**src/rtl/store_rmw_ctrl_if.sv**
```systemverilog
// Store controller bus: MEM-stage request/response plus the data RAM port.
// The shared store op encodings live in the package at the top of this file.
package store_rmw_pkg;
    localparam logic [1:0] STORE_SB = 2'b00;
    localparam logic [1:0] STORE_SH = 2'b01;
    localparam logic [1:0] STORE_SW = 2'b10;
endpackage

interface store_rmw_ctrl_if #(
    parameter int ADDR_W = 14
);
    logic              req_valid;
    logic              req_ready;
    logic [1:0]        req_op;
    logic [31:0]       req_addr;
    logic [31:0]       req_wdata;
    logic              cache_inv;
    logic              ram_en;
    logic              ram_we;
    logic [ADDR_W-1:0] ram_addr;
    logic [31:0]       ram_wdata;
    logic [31:0]       ram_rdata;
    logic              busy;
    logic              done;
    logic              err;

    modport slave (
        input  req_valid, req_op, req_addr, req_wdata,
        input  cache_inv, ram_rdata,
        output req_ready, ram_en, ram_we, ram_addr,
        output ram_wdata, busy, done, err
    );

    modport master (
        output req_valid, req_op, req_addr, req_wdata,
        output cache_inv, ram_rdata,
        input  req_ready, ram_en, ram_we, ram_addr,
        input  ram_wdata, busy, done, err
    );
endinterface

```
**src/rtl/store_rmw_ctrl.sv**
```systemverilog
// Store sequencer for a byte-enable-less RAM: SB/SH via read-modify-write.
// Optional one-word bypass cache enabled by defining STORE_RMW_BYPASS_EN.
module store_rmw_ctrl
    import store_rmw_pkg::*;
#(
    parameter int ADDR_W = 14
) (
    input  logic                    clk,
    input  logic                    rst_n,
    store_rmw_ctrl_if.slave         bus
);

    typedef enum logic [2:0] {
        S_IDLE,
        S_READ,
        S_MERGE,
        S_WRITE,
        S_FAIL
    } state_e;

    state_e            state_q, state_d;
    logic [1:0]        op_q, op_d;
    logic [1:0]        lane_q, lane_d;
    logic [ADDR_W-1:0] addr_q, addr_d;
    logic [31:0]       data_q, data_d;

    logic              accept;
    logic [1:0]        in_lane;
    logic [ADDR_W-1:0] in_addr;
    logic              in_sw_ok;
    logic              in_rmw_ok;
    logic              hit;

    assign accept    = bus.req_valid && (state_q == S_IDLE);
    assign in_lane   = bus.req_addr[1:0];
    assign in_addr   = bus.req_addr[ADDR_W+1:2];
    assign in_sw_ok  = (bus.req_op == STORE_SW) && (in_lane == 2'd0);
    assign in_rmw_ok = (bus.req_op == STORE_SB) ||
                       ((bus.req_op == STORE_SH) && !in_lane[0]);

    // Replace only the addressed byte/halfword of the old word.
    function automatic logic [31:0] merge_word(
        input logic [31:0] old_w,
        input logic [31:0] src,
        input logic [1:0]  op,
        input logic [1:0]  lane
    );
        logic [31:0] w;
        w = old_w;
        if (op == STORE_SB) begin
            w[{lane, 3'b000} +: 8] = src[7:0];
        end else if (op == STORE_SH) begin
            w[{lane[1], 4'b0000} +: 16] = src[15:0];
        end
        return w;
    endfunction

`ifdef STORE_RMW_BYPASS_EN
    logic              cvld_q;
    logic [ADDR_W-1:0] caddr_q;
    logic [31:0]       cword_q;

    assign hit = cvld_q && (caddr_q == in_addr) && !bus.cache_inv;

    // Bypass entry mirrors the last word written; invalidate wins.
    always_ff @(posedge clk or negedge rst_n) begin
        if (!rst_n) begin
            cvld_q  <= 1'b0;
            caddr_q <= '0;
            cword_q <= '0;
        end else if (bus.cache_inv) begin
            cvld_q  <= 1'b0;
        end else if (state_q == S_WRITE) begin
            cvld_q  <= 1'b1;
            caddr_q <= addr_q;
            cword_q <= data_q;
        end
    end
`else
    logic unused_inv;
    assign unused_inv = bus.cache_inv;
    assign hit = 1'b0;
`endif

    logic unused_hi;
    assign unused_hi = ^bus.req_addr[31:ADDR_W+2];

    // Next-state and datapath register updates.
    always_comb begin
        state_d = state_q;
        op_d    = op_q;
        lane_d  = lane_q;
        addr_d  = addr_q;
        data_d  = data_q;
        unique case (state_q)
            S_IDLE: begin
                if (accept) begin
                    op_d   = bus.req_op;
                    lane_d = in_lane;
                    addr_d = in_addr;
                    data_d = bus.req_wdata;
                    if (in_sw_ok) begin
                        state_d = S_WRITE;
                    end else if (in_rmw_ok) begin
                        state_d = S_READ;
`ifdef STORE_RMW_BYPASS_EN
                        if (hit) begin
                            state_d = S_WRITE;
                            data_d  = merge_word(cword_q,
                                                 bus.req_wdata,
                                                 bus.req_op,
                                                 in_lane);
                        end
`endif
                    end else begin
                        state_d = S_FAIL;
                    end
                end
            end
            S_READ: begin
                state_d = S_MERGE;
            end
            S_MERGE: begin
                data_d  = merge_word(bus.ram_rdata, data_q,
                                     op_q, lane_q);
                state_d = S_WRITE;
            end
            S_WRITE: begin
                state_d = S_IDLE;
            end
            S_FAIL: begin
                state_d = S_IDLE;
            end
            default: begin
                state_d = S_IDLE;
            end
        endcase
    end

    // State and latched request registers.
    always_ff @(posedge clk or negedge rst_n) begin
        if (!rst_n) begin
            state_q <= S_IDLE;
            op_q    <= '0;
            lane_q  <= '0;
            addr_q  <= '0;
            data_q  <= '0;
        end else begin
            state_q <= state_d;
            op_q    <= op_d;
            lane_q  <= lane_d;
            addr_q  <= addr_d;
            data_q  <= data_d;
        end
    end

    logic unused_hit;
    assign unused_hit = hit;

    assign bus.req_ready = (state_q == S_IDLE);
    assign bus.busy      = (state_q != S_IDLE);
    assign bus.ram_en    = (state_q == S_READ) ||
                           (state_q == S_WRITE);
    assign bus.ram_we    = (state_q == S_WRITE);
    assign bus.ram_addr  = addr_q;
    assign bus.ram_wdata = data_q;
    assign bus.done      = (state_q == S_WRITE) ||
                           (state_q == S_FAIL);
    assign bus.err       = (state_q == S_FAIL);

endmodule

```
**src/flat_wrapper.sv**
```systemverilog
// flat-port wrapper written by rule: the top's interface ports become plain ports
module store_rmw_ctrl_flat import store_rmw_pkg::*;
#(
    parameter int ADDR_W = 14
)
  (clk, rst_n, bus_req_valid, bus_req_op, bus_req_addr, bus_req_wdata, bus_cache_inv, bus_ram_rdata, bus_req_ready, bus_ram_en, bus_ram_we, bus_ram_addr, bus_ram_wdata, bus_busy, bus_done, bus_err);
  store_rmw_ctrl_if #(.ADDR_W(ADDR_W)) bus_i ();
  input  logic clk;
  input  logic rst_n;
  input wire logic [$bits(bus_i.req_valid)-1:0] bus_req_valid;
  input wire logic [$bits(bus_i.req_op)-1:0] bus_req_op;
  input wire logic [$bits(bus_i.req_addr)-1:0] bus_req_addr;
  input wire logic [$bits(bus_i.req_wdata)-1:0] bus_req_wdata;
  input wire logic [$bits(bus_i.cache_inv)-1:0] bus_cache_inv;
  input wire logic [$bits(bus_i.ram_rdata)-1:0] bus_ram_rdata;
  output wire logic [$bits(bus_i.req_ready)-1:0] bus_req_ready;
  output wire logic [$bits(bus_i.ram_en)-1:0] bus_ram_en;
  output wire logic [$bits(bus_i.ram_we)-1:0] bus_ram_we;
  output wire logic [$bits(bus_i.ram_addr)-1:0] bus_ram_addr;
  output wire logic [$bits(bus_i.ram_wdata)-1:0] bus_ram_wdata;
  output wire logic [$bits(bus_i.busy)-1:0] bus_busy;
  output wire logic [$bits(bus_i.done)-1:0] bus_done;
  output wire logic [$bits(bus_i.err)-1:0] bus_err;
  assign bus_i.req_valid = bus_req_valid;
  assign bus_i.req_op = bus_req_op;
  assign bus_i.req_addr = bus_req_addr;
  assign bus_i.req_wdata = bus_req_wdata;
  assign bus_i.cache_inv = bus_cache_inv;
  assign bus_i.ram_rdata = bus_ram_rdata;
  assign bus_req_ready = bus_i.req_ready;
  assign bus_ram_en = bus_i.ram_en;
  assign bus_ram_we = bus_i.ram_we;
  assign bus_ram_addr = bus_i.ram_addr;
  assign bus_ram_wdata = bus_i.ram_wdata;
  assign bus_busy = bus_i.busy;
  assign bus_done = bus_i.done;
  assign bus_err = bus_i.err;
  store_rmw_ctrl #(.ADDR_W(ADDR_W)) u_core (.clk(clk), .rst_n(rst_n), .bus(bus_i));
endmodule
```
**config.mk**
```make
export PLATFORM = sky130hd
export DESIGN_NAME = store_rmw_ctrl_flat
export DESIGN_NICKNAME = d
export VERILOG_FILES = /design/src/rtl/store_rmw_ctrl_if.sv /design/src/rtl/store_rmw_ctrl.sv /design/src/flat_wrapper.sv
export SDC_FILE = /design/constraint.sdc
export NUM_CORES = 1
export LEC_CHECK = 0
export CORE_MARGIN = 2
export CORE_UTILIZATION = 44
export CTS_BUF_LIST = sky130_fd_sc_hd__clkbuf_8
export CTS_CLUSTER_DIAMETER = 30
export DETAILED_ROUTE_END_ITERATION = 8
export PLACE_DENSITY = 0.95
export SYNTH_ARGS = -nofsm -noshare
export SYNTH_HDL_FRONTEND = slang
export SYNTH_SLANG_ARGS = --single-unit
```
**constraint.sdc**
```tcl
create_clock -name clk -period 2.85 [get_ports clk]
set_input_delay 0.57 -clock clk [delete_from_list [all_inputs] [get_ports clk]]
set_output_delay 0.57 -clock clk [all_outputs]
set_load 0.02 [all_outputs]
```
==> flow_metrics.py, run 1 <==
metrics = {
    "place": {
        "hpwl_mm": 7.30,
        "dpl_worst_slack_ps": 514,
        "dp.cells": 513,
        "place_area_um2": 4390,
        "io_buffers": 136,
        "gp_congestion": 0.901,
    },
    "sta": {
        "timing.final.ws_setup_ps": 403,
        "final.setup_skew_ps": 6.67,
        "hold_viol_final": 0,
        "slew_violations": 0,
        "period_share_pct": 85.8,
        "finalSetupViolCount": 0,
        "holdWs_ps": 219,
        "fmaxAchievable_mhz": 409,
        "worst_slew_pin_slew_ps": 630,
        "timing.slew.headroom_pct": 57.9,
        "tns_ps": 0,
        "rsz0062_at_grt": "false",
        "min_period_ps": 2450,
    },
    "layout": {
        "n_antenna_cell": 0,
        "fin_area_um2": 4480,
        "drive_above_1_share_pct": 7.71,
        "final_core_utilization_pct": 67.0,
        "area.growth.synth_to_final_pct": 49.1,
        "nets": 547,
        "final_cells": 521,
    },
    "clock_tree": {
        "ctsResizeCount": 0,
        "h-tree-depth": 2,
        "cts_buffers": 5,
        "clockBufferDepth": 2,
        "cts_tree": "done",
        "cts_sinks": 53,
        "clk_pin_slew_worst_paths_ps": 100,
        "cts_setup_buffers": 0,
        "ctsHoldBuffers": 0,
        "clock_latency_ps": 300,
        "root_buffer": "clkbuf_8",
    },
    "floorplanning": {
        "num_rows": 30,
        "start_util_pct": 44.9,
        "die_area_um2": 7500,
        "boundaryPins": 154,
        "die_x_um": 86.6,
        "die_y_um": 86.6,
        "coreArea_um2": 6680,
    },
    "global_routing": {
        "grt_pass1_wl_mm": 14.8,
        "grt_pass1_vias": 3051,
        "antenna_found_initial": 0,
        "grt_max_degree": 33,
        "track_usage_pct": 25.0,
        "overflow": 0,
    },
    "setup_path": {
        "worstSetupPathType": "reg2out",
        "cp-end-kind": "output pin",
        "critPathMaxStageDelay_ps": 530,
        "required_ps": 2280,
        "cp.arrival_ps": 1880,
        "crit_chain": "and3b_1 -> or2_2 -> clkdlybuf4s50_1",
        "start_kind": "register",
        "cp_max_fo": 8,
        "slowest_stage": "dfrtp_1",
    },
    "yosys": {
        "synth_top_cells_by_count": "nand2_1 (79), dfrtp_1 (53), a21oi_1 (18)",
        "synth_fp_nets": 418,
        "netlist_top_cells_area": "dfrtp_1 (44%), nand2_1 (9.9%), a221oi_1 (4.4%)",
        "yosysMostFrequentCell": "nand2_1",
        "avgSynthCellArea_um2": 9.65,
        "ys.flop_type": "dfrtp_1",
        "ys_seq_area_share_pct": 44.2,
        "async_reset_ff_share_pct": 100,
        "synth_edf_count": 0,
        "yosysTopAreaCellShare_pct": 44.2,
        "ys_seq_elements": 53,
        "ys_types": 40,
        "yosysTopAreaCell": "dfrtp_1",
        "synth.cell_area_um2": 3000,
        "syn-instance-count": 311,
        "yosysWarnings": 0,
    },
    "detailed_routing": {
        "viasPerCell": 5.85,
        "drt_iter0_drc": 220,
        "ant_nets": 0,
        "firstDrtPassIters": 6,
        "drt-total-wl_mm": 9.46,
        "vias": 3048,
        "wl_per_cell_um": 18.2,
        "drc": 0,
    },
    "power_and_ir_drop": {
        "peakVddDrop_mv": 0.594,
        "finalPower_mw": 5.04,
        "p_per_area_nw_per_um2": 1130,
        "leakage_nw": 1.92,
    },
    "min_path": {
        "min_path_type": "in2async",
    },
    "outcome": {
        "outcome": "complete, no violations",
    },
    "job": {
        "drv_cap": 0,
    },
}
[worst paths after layout]
| check | from | end | slack [ps] | depth (start not counted) |
|---|---|---|---|---|
| min reg2reg | u_core.bus.ram_addr[9] | u_core.bus.ram_addr[9] | 490 | 2 |
| max in group asynchronous | rst_n | u_core.bus.ram_addr[8] | 1830 | 2 |
| max reg2reg | u_core.state_q[1] | u_core.bus.ram_wdata[2] | 490 | 4 |
| max | u_core.state_q[2] | bus_done | 400 | 3 |
| min | rst_n | u_core.bus.ram_addr[1] | 220 | 1 |
| min in group clk | u_core.bus.ram_addr[9] | u_core.bus.ram_addr[9] | 490 | 2 |
[cell usage in the layout (no fill, tap or decap), types with 2 or more instances in the layout]
| cell | instances |
|---|---|
| clkdlybuf4s50_1 | 135 |
| nand2_1 | 79 |
| dfrtp_1 | 53 |
| a21oi_1 | 18 |
| a221oi_1 | 15 |
| a22o_1 | 13 |
| and2_1 | 9 |
| nor2_1 | 9 |
| buf_4 | 9 |
| a211oi_1 | 8 |
| a31oi_1 | 8 |
| mux2_4 | 8 |
| inv_1 | 7 |
| o41ai_1 | 7 |
| o21ai_0 | 6 |
| mux2i_1 | 6 |
| a22oi_1 | 5 |
| ha_1 | 5 |
| clkbuf_8 | 5 |
| a222oi_1 | 4 |
| nor3b_1 | 3 |
| or2_2 | 3 |
| a221o_1 | 3 |
| and3b_1 | 2 |
| nor3_4 | 2 |
| and3_1 | 2 |
| o221ai_1 | 2 |
[sequential cells by signal, summed over array words and instances, names as in the netlist]
register	cells
u_core.lane_q	2
u_core.bus.ram_addr	14
u_core.bus.ram_wdata	32
u_core.state_q	3
u_core.op_q	2
[critical path, delay by kind of cell, from the launching register on]
kind,cells,cell delay (ps)
simple gates,2,510
flops,1,530
buf+inv,1,530
[logic make-up (layout without fill, tap and decap cells)]
logic type                 after synthesis  in the layout  share of synthesized area, %
adders and majority gates                5              5                          2.08
DFF                                     53             53                          44.2
buffers and inverters                   28            158                          5.04
and+or+nand+nor                        118            118                          19.1
AOI/OAI and AO/OA                       93             93                          23.6
muxes                                   14             14                          6.00
[power by group]
part | total, mW | internal (mW) | switching, mW
Combinational | 3.08 | 1.48 | 1.60
Clock | 0.409 | 0.167 | 0.241
Sequential | 1.55 | 1.13 | 0.419
Total | 5.04 | 2.78 | 2.26
[area by class of cell]
cell class | instances | area (um^2)
Fill cell | 525 | 2200
Inverter | 5 | 18.8
Timing Repair Buffer | 145 | 1420
Clock inverter | 3 | 15.0
Tap cell | 80 | 100
Multi-Input combinational cell | 230 | 1520
Clock buffer | 5 | 68.8
Sequential cell | 53 | 1330
[layer usage]
metal	up-vias	track usage [%]	wire, um
li1	1402	-	-
met2	170	42.9	4790
met4	0	6.39	104
met1	1462	32.9	3850
met3	14	4.38	713
met5	-	0	0
Note: power is estimated with default switching activity, not from simulation.
==> run 2: changes to the inputs <==
Settings changed: SLEW_MARGIN from default to 0.
==> results of run 2 <==
No change in the layout: final DEF, timing and power equal those of run 1.
==> run 3: changes to the inputs <==
Settings changed: RECOVER_POWER from default to 50.
==> flow_metrics.py, run 3 (synthesis gave the netlist of run 1 again) <==
metrics = {
    "setup_path": {
        "r2r_setup_slack_ps": 500,
        "critPathMaxStageDelay_ps": 680,
        "required_ps": 2280,
        "critPathTopFamily": "buffers and inverters",
        "crit_chain": "nor3_1 -> clkdlybuf4s50_1",
        "cp-end-kind": "output pin",
        "cp_max_fo": 10,
        "path_buf_inv": 1,
        "start_kind": "register",
        "worstSetupPathType": "reg2out",
        "slowest_stage": "clkdlybuf4s50_1",
        "cp.arrival_ps": 1890,
    },
    "floorplanning": {
        "start_util_pct": 44.9,
        "die_y_um": 86.6,
        "die_area_um2": 7500,
        "boundaryPins": 154,
        "die_x_um": 86.6,
        "num_rows": 30,
        "coreArea_um2": 6680,
    },
    "detailed_routing": {
        "drc": 0,
        "wl_per_cell_um": 18.1,
        "ant_nets": 0,
        "viasPerCell": 5.85,
        "firstDrtPassIters": 6,
        "vias": 3050,
        "drt-total-wl_mm": 9.43,
        "drt_iter0_drc": 218,
    },
    "global_routing": {
        "track_usage_pct": 25.0,
        "grt_max_degree": 33,
        "grt_pass1_wl_mm": 14.8,
        "grt_pass1_vias": 3051,
        "antenna_found_initial": 0,
        "overflow": 0,
    },
    "sta": {
        "period_share_pct": 86.5,
        "timing.slew.headroom_pct": 20.4,
        "hold_viol_final": 0,
        "finalSetupViolCount": 0,
        "slew_violations": 0,
        "final.setup_skew_ps": 6.29,
        "fmaxAchievable_mhz": 406,
        "holdWs_ps": 484,
        "min_period_ps": 2460,
        "rsz0062_at_grt": "false",
        "worst_slew_pin_slew_ps": 1190,
        "tns_ps": 0,
    },
    "place": {
        "io_buffers": 136,
        "hpwl_mm": 7.30,
        "gp_congestion": 0.901,
    },
    "clock_tree": {
        "h-tree-depth": 2,
        "clock_latency_ps": 300,
        "clockBufferDepth": 2,
        "cts_setup_buffers": 0,
        "cts_sinks": 53,
        "ctsResizeCount": 0,
        "clk_pin_slew_worst_paths_ps": 100,
        "cts_tree": "done",
        "ctsHoldBuffers": 0,
        "root_buffer": "clkbuf_8",
        "cts_buffers": 5,
    },
    "job": {
        "drv_cap": 0,
    },
    "layout": {
        "multi_input_area_um2": 1510,
        "n_antenna_cell": 0,
        "largest_register_ffs": 32,
        "final_core_utilization_pct": 66.7,
        "nets": 547,
        "final_common_cell": "clkdlybuf4s50_1",
        "area.growth.synth_to_final_pct": 48.5,
        "mostFrequentLayoutCells": "clkdlybuf4s50_1 (112), nand2_1 (79), dfrtp_1 (53)",
        "seq_area_um2": 1330,
        "drive_above_1_share_pct": 7.03,
        "nFillCells": 528,
    },
    "power_and_ir_drop": {
        "p_per_area_nw_per_um2": 1110,
        "peakVddDrop_mv": 0.595,
        "leakage_nw": 1.94,
    },
    "outcome": {
        "outcome": "complete, no violations",
    },
    "min_path": {
        "min_path_type": "in2async",
    },
}
==> run 3: final timing paths <==
path,startpoint,to,cells past startpoint
setup / recovery,u_core.state_q[1],bus_req_ready,2
hold / removal,rst_n,u_core.bus.ram_addr[1],1
setup reg to reg,u_core.state_q[1],u_core.bus.ram_wdata[2],4
hold reg to reg,u_core.bus.ram_wdata[21],u_core.bus.ram_wdata[21],2
max in group asynchronous,rst_n,u_core.bus.ram_addr[8],2
min in group clk,u_core.bus.ram_wdata[21],u_core.bus.ram_wdata[21],2
==> run 3: power breakdown <==
| group | switching (mW) | internal, mW |
|---|---|---|
| Sequential | 0.412 | 1.13 |
| Clock | 0.241 | 0.167 |
| Combinational | 1.59 | 1.41 |
| Total | 2.25 | 2.71 |
==> run 3: worst register-to-register path, stage by stage, from the launching register on <==
cell,delay [ps]
dfrtp_1,530
or3b_4,540
nor3_4,280
a22o_1,550
mux2_4,350
==> run 3: layer usage <==
metal  routed length, um  track usage [%]  vias up
met2                4720             42.9      165
met1                3880             32.9     1460
li1                    -                -     1404
met3                 697             4.38       21
met4                 123             6.39        0
met5                   0                0        -
==> run 3: per-stage QoR <==
| step | worst slack (ps) | instance area (um^2) | std cells | total power [mW] |
|---|---|---|---|---|
| finish | 386 | 4460 | 521 | 4.96 |
| global route | 278 | 4460 | 521 | 5.27 |
| CTS | 394 | 4480 | 521 | 5.03 |
| detailed placement | 514 | 4390 | 513 | 4.62 |
| global placement | 613 | 4390 | 513 | 4.48 |
| floorplan | 935 | 3000 | 311 | 3.39 |
==> run 3: area by class of cell <==
| cell class | instances | area share [%] |
|---|---|---|
| multi-input combinational | 230 | 33.9 |
| timing repair buffer | 145 | 31.8 |
| clock inverter | 3 | 0.337 |
| sequential | 53 | 29.8 |
| clock buffer | 5 | 1.54 |
| inverter | 5 | 0.421 |
| tap | 80 | 2.25 |
